## config.mk

```make
export PLATFORM = sky130hd
export DESIGN_NAME = uart_rx_param
export DESIGN_NICKNAME = d
export VERILOG_FILES = /design/src/rtl/uart_rx_param.sv
export SDC_FILE = /design/constraint.sdc
export NUM_CORES = 1
export LEC_CHECK = 0
export CAP_MARGIN = 40
export CORE_MARGIN = 2
export CORE_UTILIZATION = 55
export CTS_BUF_LIST = sky130_fd_sc_hd__clkbuf_8
export CTS_CLUSTER_DIAMETER = 200
export DETAILED_ROUTE_END_ITERATION = 10
export HOLD_SLACK_MARGIN = 0.03
export PLACE_DENSITY = 0.79
export SYNTH_ARGS = -nofsm -noshare
export SYNTH_HDL_FRONTEND = slang
export SYNTH_SLANG_ARGS = --single-unit
export TNS_END_PERCENT = 10
```

## constraint.sdc

```tcl
create_clock -name clk -period 3.85 [get_ports clk]
set_clock_uncertainty 0.05 [all_clocks]
set_input_delay 0.385 -clock clk [delete_from_list [all_inputs] [get_ports clk]]
set_output_delay 0.385 -clock clk [all_outputs]
set_load 0.02 [all_outputs]
```

## src/rtl/uart_rx_param.sv

```systemverilog
// uart_rx_param: parametrised asynchronous serial receiver.
// The line is synchronised, then sampled at mid-bit with false-start rejection.
// Each received word carries parity and framing status, and is handed to a
// same-domain consumer over a valid/ready handshake with overrun reporting.
module uart_rx_param #(
   parameter int CLKS_PER_BIT = 16,
   parameter int DATA_BITS    = 8,
   parameter int PARITY       = 0,
   parameter int STOP_BITS    = 1
) (
   input  logic                 clk,
   input  logic                 reset,
   input  logic                 rx,
   output logic [DATA_BITS-1:0] data,
   output logic                 valid,
   input  logic                 out_ready,
   output logic                 parity_err,
   output logic                 frame_err,
   output logic                 overrun,
   output logic                 busy
);

   localparam int HALF = CLKS_PER_BIT / 2;
   localparam int CW   = $clog2(CLKS_PER_BIT + 1);
   localparam int BW   = 4;

   localparam logic [CW-1:0] HALF_LAST = CW'(HALF - 1);
   localparam logic [CW-1:0] BIT_LAST  = CW'(CLKS_PER_BIT - 1);
   localparam logic [BW-1:0] DATA_LAST = BW'(DATA_BITS - 1);
   localparam logic [BW-1:0] STOP_LAST = BW'(STOP_BITS - 1);
   // Odd parity expects an odd count of ones over data plus parity bit.
   localparam logic          PAR_INV   = (PARITY == 2) ? 1'b0 : 1'b1;

   typedef enum logic [2:0] {
      WAIT_HIGH,
      IDLE,
      START,
      DATA,
      PAR,
      STOP
   } state_t;

   state_t               state;
   state_t               state_nxt;

   logic                 rx_meta;
   logic                 rx_s;
   logic [1:0]           sync_fill;
   logic                 sync_ok;

   logic [CW-1:0]        clk_cnt;
   logic [BW-1:0]        bit_cnt;
   logic [DATA_BITS-1:0] shift;
   logic                 par_bit_q;
   logic                 stop_err_q;

   logic                 sample;
   logic                 last_bit;
   logic                 frame_done;
   logic                 frame_perr;
   logic                 frame_ferr;
   logic                 load;

   // Two-flop synchroniser on rx, plus a tracker of when rx_s holds a real sample.
   // NOTE: sequential state uses <= so every flop sees pre-edge values,
   // independent of statement order.
   always_ff @(posedge clk) begin
      if (reset) begin
         rx_meta   <= 1'b1;
         rx_s      <= 1'b1;
         sync_fill <= 2'b00;
      end else begin
         rx_meta   <= rx;
         rx_s      <= rx_meta;
         sync_fill <= {sync_fill[0], 1'b1};
      end
   end

   // The synchroniser resets to 1, which would look like an idle line to
   // WAIT_HIGH; only trust rx_s once it carries a value sampled after reset.
   assign sync_ok = sync_fill[1];

   // FSM state register.
   always_ff @(posedge clk) begin
      if (reset) begin
         state <= WAIT_HIGH;
      end else begin
         state <= state_nxt;
      end
   end

   // Next-state logic.
   // NOTE: every variable written in always_comb gets a default first, so no
   // path can leave it unassigned and infer a latch.
   always_comb begin
      state_nxt = state;
      case (state)
         WAIT_HIGH: if (sync_ok && rx_s) state_nxt = IDLE;
         IDLE:      if (!rx_s) state_nxt = START;
         START: begin
            if (sample) state_nxt = rx_s ? IDLE : DATA;
         end
         DATA: begin
            if (sample && last_bit) state_nxt = (PARITY != 0) ? PAR : STOP;
         end
         PAR: begin
            if (sample) state_nxt = STOP;
         end
         STOP: begin
            // A low final stop bit may be a break; wait for the line to idle.
            if (frame_done) state_nxt = rx_s ? IDLE : WAIT_HIGH;
         end
         default: state_nxt = WAIT_HIGH;
      endcase
   end

   // FSM outputs: busy flag, sample strobes and end-of-frame detection.
   always_comb begin
      busy     = 1'b0;
      sample   = 1'b0;
      last_bit = 1'b0;
      case (state)
         START: begin
            busy   = 1'b1;
            sample = (clk_cnt == HALF_LAST);
         end
         DATA: begin
            busy     = 1'b1;
            sample   = (clk_cnt == BIT_LAST);
            last_bit = (bit_cnt == DATA_LAST);
         end
         PAR: begin
            busy   = 1'b1;
            sample = (clk_cnt == BIT_LAST);
         end
         STOP: begin
            busy     = 1'b1;
            sample   = (clk_cnt == BIT_LAST);
            last_bit = (bit_cnt == STOP_LAST);
         end
         default: begin
            busy   = 1'b0;
            sample = 1'b0;
         end
      endcase
      frame_done = (state == STOP) && sample && last_bit;
   end

   // Clock counter: restarts at each sample point, held at zero while not busy.
   always_ff @(posedge clk) begin
      if (reset) begin
         clk_cnt <= '0;
      end else if (busy && !sample) begin
         clk_cnt <= clk_cnt + CW'(1);
      end else begin
         clk_cnt <= '0;
      end
   end

   // Bit counter: counts data bits, then stop bits, within the current frame.
   always_ff @(posedge clk) begin
      if (reset) begin
         bit_cnt <= '0;
      end else if (sample && (state == DATA || state == STOP)) begin
         bit_cnt <= last_bit ? '0 : bit_cnt + BW'(1);
      end else if (!busy) begin
         bit_cnt <= '0;
      end
   end

   // Frame capture: data shifted in LSB first, parity bit and early stop errors.
   always_ff @(posedge clk) begin
      if (reset) begin
         shift      <= '0;
         par_bit_q  <= 1'b0;
         stop_err_q <= 1'b0;
      end else begin
         if (sample && state == DATA) begin
            shift <= {rx_s, shift[DATA_BITS-1:1]};
         end
         if (sample && state == PAR) begin
            par_bit_q <= rx_s;
         end
         if (state == START) begin
            stop_err_q <= 1'b0;
         end else if (sample && state == STOP) begin
            stop_err_q <= stop_err_q | ~rx_s;
         end
      end
   end

   // Status of the frame completing this cycle; the final stop sample is live.
   assign frame_ferr = stop_err_q | ~rx_s;
   assign frame_perr = (PARITY != 0) ? ((^shift) ^ par_bit_q ^ PAR_INV) : 1'b0;

   // A completing frame is accepted if the slot is empty or being drained now.
   assign load = frame_done && (!valid || out_ready);

   // Output register and handshake.
   always_ff @(posedge clk) begin
      if (reset) begin
         data       <= '0;
         valid      <= 1'b0;
         parity_err <= 1'b0;
         frame_err  <= 1'b0;
         overrun    <= 1'b0;
      end else if (load) begin
         data       <= shift;
         valid      <= 1'b1;
         parity_err <= frame_perr;
         frame_err  <= frame_ferr;
         overrun    <= 1'b0;
      end else if (frame_done) begin
         // Held word not yet taken: drop the new frame, keep the old one.
         overrun <= 1'b1;
      end else if (valid && out_ready) begin
         valid      <= 1'b0;
         parity_err <= 1'b0;
         frame_err  <= 1'b0;
         overrun    <= 1'b0;
      end
   end

endmodule

```

=== Yosys cells after proc, flatten, opt, wreduce, memory -nomap -nowiden ===
Cells that the tools add are included.

* Word-level logic and storage cells: 79
* Input port bits: 4
* Output and inout bits: 13
* Bits in registers: 36

* Mux-type cells: 21
* Bitwise operators: 3
* Reductions and logical operators: 24
* Equality and inequality tests: 16
* Add/sub/neg operators: 2

{| class="wikitable"
|+ Operators by type and width
! cell !! count
|-
| 3-bit two-way mux || 6
|-
| 3-bit one-hot mux with 6 select lines || 1
|-
| 4-bit two-way mux || 3
|-
| 2-bit inequality test, second input constant || 6
|-
| 1-bit logical AND || 9
|-
| 1-bit two-way mux || 8
|-
| 3-bit by 2-bit equality test with 1-bit output, second input constant || 2
|-
| 3-bit equality test, second input constant || 2
|-
| 6-bit AND reduction || 1
|-
| 2-bit OR reduction || 3
|-
| 5-bit by 1-bit adder with 5-bit output, second input constant || 1
|-
| 5-bit by 3-bit equality test with 1-bit output, second input constant || 1
|-
| 5-bit by 4-bit equality test with 1-bit output, second input constant || 1
|-
| 4-bit by 1-bit adder with 4-bit output, second input constant || 1
|-
| 4-bit by 3-bit equality test with 1-bit output, second input constant || 1
|-
| 4-bit logical NOT || 1
|-
| 2-bit by 1-bit inequality test with 1-bit output, second input constant || 2
|-
| 1-bit one-hot mux with 2 select lines || 2
|-
| 2-bit nonzero test || 2
|-
| 4-bit OR reduction || 1
|-
| 3-bit by 1-bit equality test with 1-bit output, second input constant || 1
|-
| 3-bit logical NOT || 1
|-
| 3-bit OR reduction || 1
|-
| 1-bit logical NOT || 2
|-
| other kinds (5) || 7
|}

=== Logic depth before layout (Yosys ltp) ===
* Word-level depth: 8
* Mapped depth: 7
* Mapped depth without buffers: 6

=== Least setup slack after synthesis ===
OpenSTA, ideal clock, no wires.

* Kind: reg2reg
* Start: reg bit_cnt[0]
* End: reg data[0]
* Period minus slack after synthesis: 1.651 ns
* Path slack: 2.199 ns
* Setup time: 0.128 ns
* Data required time: 3.672 ns
* Cell stages (with the launch flop): 8
* Buffers on the path: 1
* Data arrival time: 1.474 ns
* Path through: dfxtp_1 > inv_1 > ha_1 > nor3b_1 > nor4b_2 > buf_4 > mux2i_1 > nor2_1

* Word-level cells in the longest chain between the ends: 4
* Elaborated cells on any way between the ends: 5
* Classes of those cells: eq/ne (1); mux (1); reduce/logical (3)

{| class="wikitable"
|+ RTL lines
! what !! line !! RTL
|-
| start, declared || 52 || <nowiki>logic [BW-1:0] bit_cnt;</nowiki>
|-
| start signal, assigned || 165 || <nowiki>bit_cnt <= last_bit ? '0 : bit_cnt + BW'(1);</nowiki>
|-
| 4-bit by 3-bit equality test with 1-bit output / 4-bit logical NOT (equally long branches) || 130, 139 ||
|-
| 1-bit one-hot mux with 2 select lines * || 122 || <nowiki>case (state)</nowiki>
|-
| 1-bit logical AND * || 146 || <nowiki>frame_done = (state == STOP) && sample && last_bit;</nowiki>
|-
| 1-bit logical AND * || 197 || <nowiki>assign load = frame_done && (!valid || out_ready);</nowiki>
|-
| end signal, assigned || 208 || <nowiki>data <= shift;</nowiki>
|-
| end, declared || 14 || <nowiki>output logic [DATA_BITS-1:0] data,</nowiki>
|}

Every way passes the cells marked *; elsewhere a longest branch is shown, timed or not.
A chain may end at the register's enable or synchronous reset.

=== Final worst setup path ===
Same ends and word-level chain as after synthesis.

==> run_results.csv <==
group,metric,value,unit
synthesis,synth_top_area_share,46.1,%
floorplanning,core_area,2730,um2
timing,hold_violations,0,
synthesis,syn_avg_cell_area,8.99,um2
timing,drv_slew,0,
power_and_ir_drop,vdd_ir_drop_max,0.332,mV
clock_tree,htree_levels,2,
hold_path,min_path_type,"reg2reg",
final_layout,stdcell_count,220,
synthesis,synth-edff-count,0,
job,drv_cap,0,
synthesis,synth_seq_area_share,46.1,%
power_and_ir_drop,p_total,0.687,mW
floorplanning,start_util,57.2,%
synthesis,synth_cells,174,
power_and_ir_drop,p_clk_share,40.7,%
floorplanning,io_pins,17,
clock_tree,cts_inserted_buffers,5,
synthesis,synth_commonest_cells,"36 x dfxtp_1, 16 x nor2_1, 15 x nand2_1",
power_and_ir_drop,internal_power,0.545,mW
final_layout,antenna_cells,0,
critical_path,path_max_fanout,6,
synthesis,synth-main-ff-cell,"dfxtp_1",
power_and_ir_drop,leakagePower,0.646,nW
clock_tree,cts_resized,0,
placed_design,place_congestion,0.933,
routing,num_vias,1288,
routing,drt_wl_total,3100,um
floorplanning,die_height,57.3,um
placed_design,preCtsSetupSlack,1.61,ns
global_routing,grt_pass1_wl,5330,um
synthesis,yosys-top-cells-area,"dfxtp_1 46%, mux2i_1 5.8%, a21oi_1 4.5%, nand3_1 4.5%, nor2_1 3.8%",
critical_path,start_kind,"flip-flop",
critical_path,cp-end-kind,"flip-flop",
power_and_ir_drop,p_seq_share,55.6,%
routing,routedWlPerCell,14.1,um
critical_path,critPathMaxStageDelay,0.49,ns
timing,setup_viol,0,
global_routing,grt_pass1_vias,1190,
timing,timing.final.ws_setup,1.71,ns
clock_tree,clockRootBuffer,"clkbuf_8",
timing,fmax,0.467,GHz
hold_path,whs_endpoint,"rx_s",
synthesis,synth-seq-cells,36,
power_and_ir_drop,combinationalPowerShare,3.7,%
outcome,status,"finished clean",
critical_path,path_cells,"inv_1, ha_1, nor3b_1, nor4b_2, buf_4, mux2i_1, nor2_1",
clock_tree,path_clk_slew,0.07,ns
timing,fin_setup_tns,0,ns
power_and_ir_drop,power.density,378,nW/um2
synthesis,syn_nets,181,
critical_path,r2r_slack,1.71,ns
floorplanning,die_w,57.3,um
final_layout,area_delta_synth_final,16.3,%
critical_path,crit_required,3.95,ns
power_and_ir_drop,switching_share,20.7,%
synthesis,syn_area,1560,um2
clock_tree,post-cts-setup-buffers,0,
timing,max_slew_margin,45.9,%
global_routing,grt_use_total,21.3,%
global_routing,antenna_found_initial,0,
floorplanning,num_rows,19,
power_and_ir_drop,switching_power,0.143,mW
routing,drtIter0Drc,33,
timing,post-route-min-period,2.14,ns
final_layout,nets,196,
synthesis,yosysTopAreaCell,"dfxtp_1",
global_routing,grt_start_max_net_pins,21,
floorplanning,dieArea,3290,um2
critical_path,reg2reg_to,"data[0]",
global_routing,grt_overflow,0,
timing,worst_pin_slew,0.810,ns
routing,drc_errors,0,
synthesis,synth_most_common_cell,"dfxtp_1",
clock_tree,clock_latency,0.28,ns
critical_path,arrival,2.25,ns
clock_tree,cts_hold_buffers,0,
synthesis,synth.distinct_cells,42,
routing,dr.pass1.iters,4,
clock_tree,clockBufferDepth,2,
final_layout,drive_gt1_share,7.94,%
routing,ant_nets,0,
critical_path,r2r_cells,7,
critical_path,r2r-start,"bit_cnt[0]",
critical_path,crit_slowest_cell,"nor4b_2",
timing,min_period_over_period,55.6,%
hold_path,hold_path.startpoint,"rx_meta",
clock_tree,cts_sinks,36,
placed_design,dp.final_hpwl,2240,um
critical_path,crit_type,"reg2reg",
routing,viasPerCell,5.85,
synthesis,synth-async-reset-ratio,0,%
clock_tree,tritoncts,"built",
timing,rsz0062_at_grt,"no",
synthesis,synth-warning-count,0,
hold_path,whs_path_depth,1,
placed_design,io_buffers,15,
placed_design,dp.cells,213,
## flip-flops by register name, summed over array words and instances (netlist names)
signal and flops:
valid 1, stop_err_q 1, bit_cnt 4, overrun 1, shift 8, rx_meta 1, sync_fill 2, data 8
clk_cnt 5, frame_err 1, rx_s 1, state 3
## worst max-delay path by stage
stage | depth (start not counted) | slack (ns) | startpoint | endpoint
after floorplan | 7 | 2.20 | bit_cnt[0] | data[0]
final | 7 | 1.71 | bit_cnt[0] | data[0]
after detailed placement | 5 | 1.61 | reset | state[1]
after CTS | 7 | 1.67 | bit_cnt[0] | data[0]
after global routing | 7 | 1.47 | bit_cnt[0] | data[0]
after global placement | 5 | 1.43 | out_ready | data[1]
## routing by layer
metal  up-vias  routed length, um  track usage [%]
li1        646                  -                -
met1       601               1330             27.2
met2        35               1580             33.7
met3         6                143             7.48
met4         0                 46             7.31
met5         -                  0                0
## stage by stage
step | util [%] | area, um2 | hold slack [ns]
6_report | 66.5 | 1820 | 0.362
5_1_grt | 66.5 | 1820 | 0.381
4_1_cts | 66.5 | 1820 | 0.367
3_5_place_dp | 63.0 | 1720 | 0.348
3_3_place_gp | 62.7 | 1720 | 0.346
2_1_floorplan | - | 1560 | 0.339
## placed cells by master (no fill, tap or decap), drive strengths merged, types with 2 or more instances in the layout
| cell type | n |
|---|---|
| dfxtp | 36 |
| nor2 | 17 |
| nand2 | 15 |
| clkdlybuf4s50 | 15 |
| nand3 | 14 |
| a21oi | 14 |
| mux2i | 9 |
| inv | 8 |
| clkbuf | 7 |
| nor2b | 5 |
| nand2b | 3 |
| a31oi | 3 |
| o21ai | 3 |
| ha | 3 |
| nand4b | 3 |
| nand3b | 2 |
| a211o | 2 |
| or2 | 2 |
| o22ai | 2 |
| nand4 | 2 |
| a22oi | 2 |
| nor3 | 2 |
| a211oi | 2 |
| buf | 2 |
## critical path, delay by kind of cell, from the launching register on
family | cells | cell delay, ns
simple gates | 3 | 0.94
mux | 1 | 0.20
flops | 1 | 0.34
buf+inv | 2 | 0.35
fa+ha+maj | 1 | 0.14
## cells by family (layout without fill, tap and decap cells)
family	Yosys count	count (layout)	share of synthesized area, %
flip-flops	36	36	46.1
AND/OR/NAND/NOR	70	70	24.4
AO/OA/AOI/OAI	36	36	15.2
XOR/XNOR	2	2	1.12
other	1	1	0.240
adder cells (fa/ha/maj)	3	3	2.40
buffers and inverters	17	32	4.80
multiplexers	9	9	5.76
## power by group through the flow
| stage | clock [mW] | sequential [mW] | combinational (mW) |
|---|---|---|---|
| 2_1_floorplan | 0 | 0.386 | 0.0205 |
| 3_3_place_gp | 0 | 0.390 | 0.0237 |
| 3_5_place_dp | 0 | 0.390 | 0.0247 |
| 4_1_cts | 0.289 | 0.382 | 0.0249 |
| 5_1_grt | 0.305 | 0.382 | 0.0276 |
| 6_report | 0.280 | 0.382 | 0.0252 |
## area by class of cell
class | count | area [um2]
fill | 230 | 915
multi-input combinational | 121 | 768
sequential | 36 | 721
timing repair buffer | 17 | 165
clock buffer | 7 | 96.3
tap | 31 | 38.8
inverter | 8 | 30.0
No activity file was read; power rests on OpenSTA's default activity.
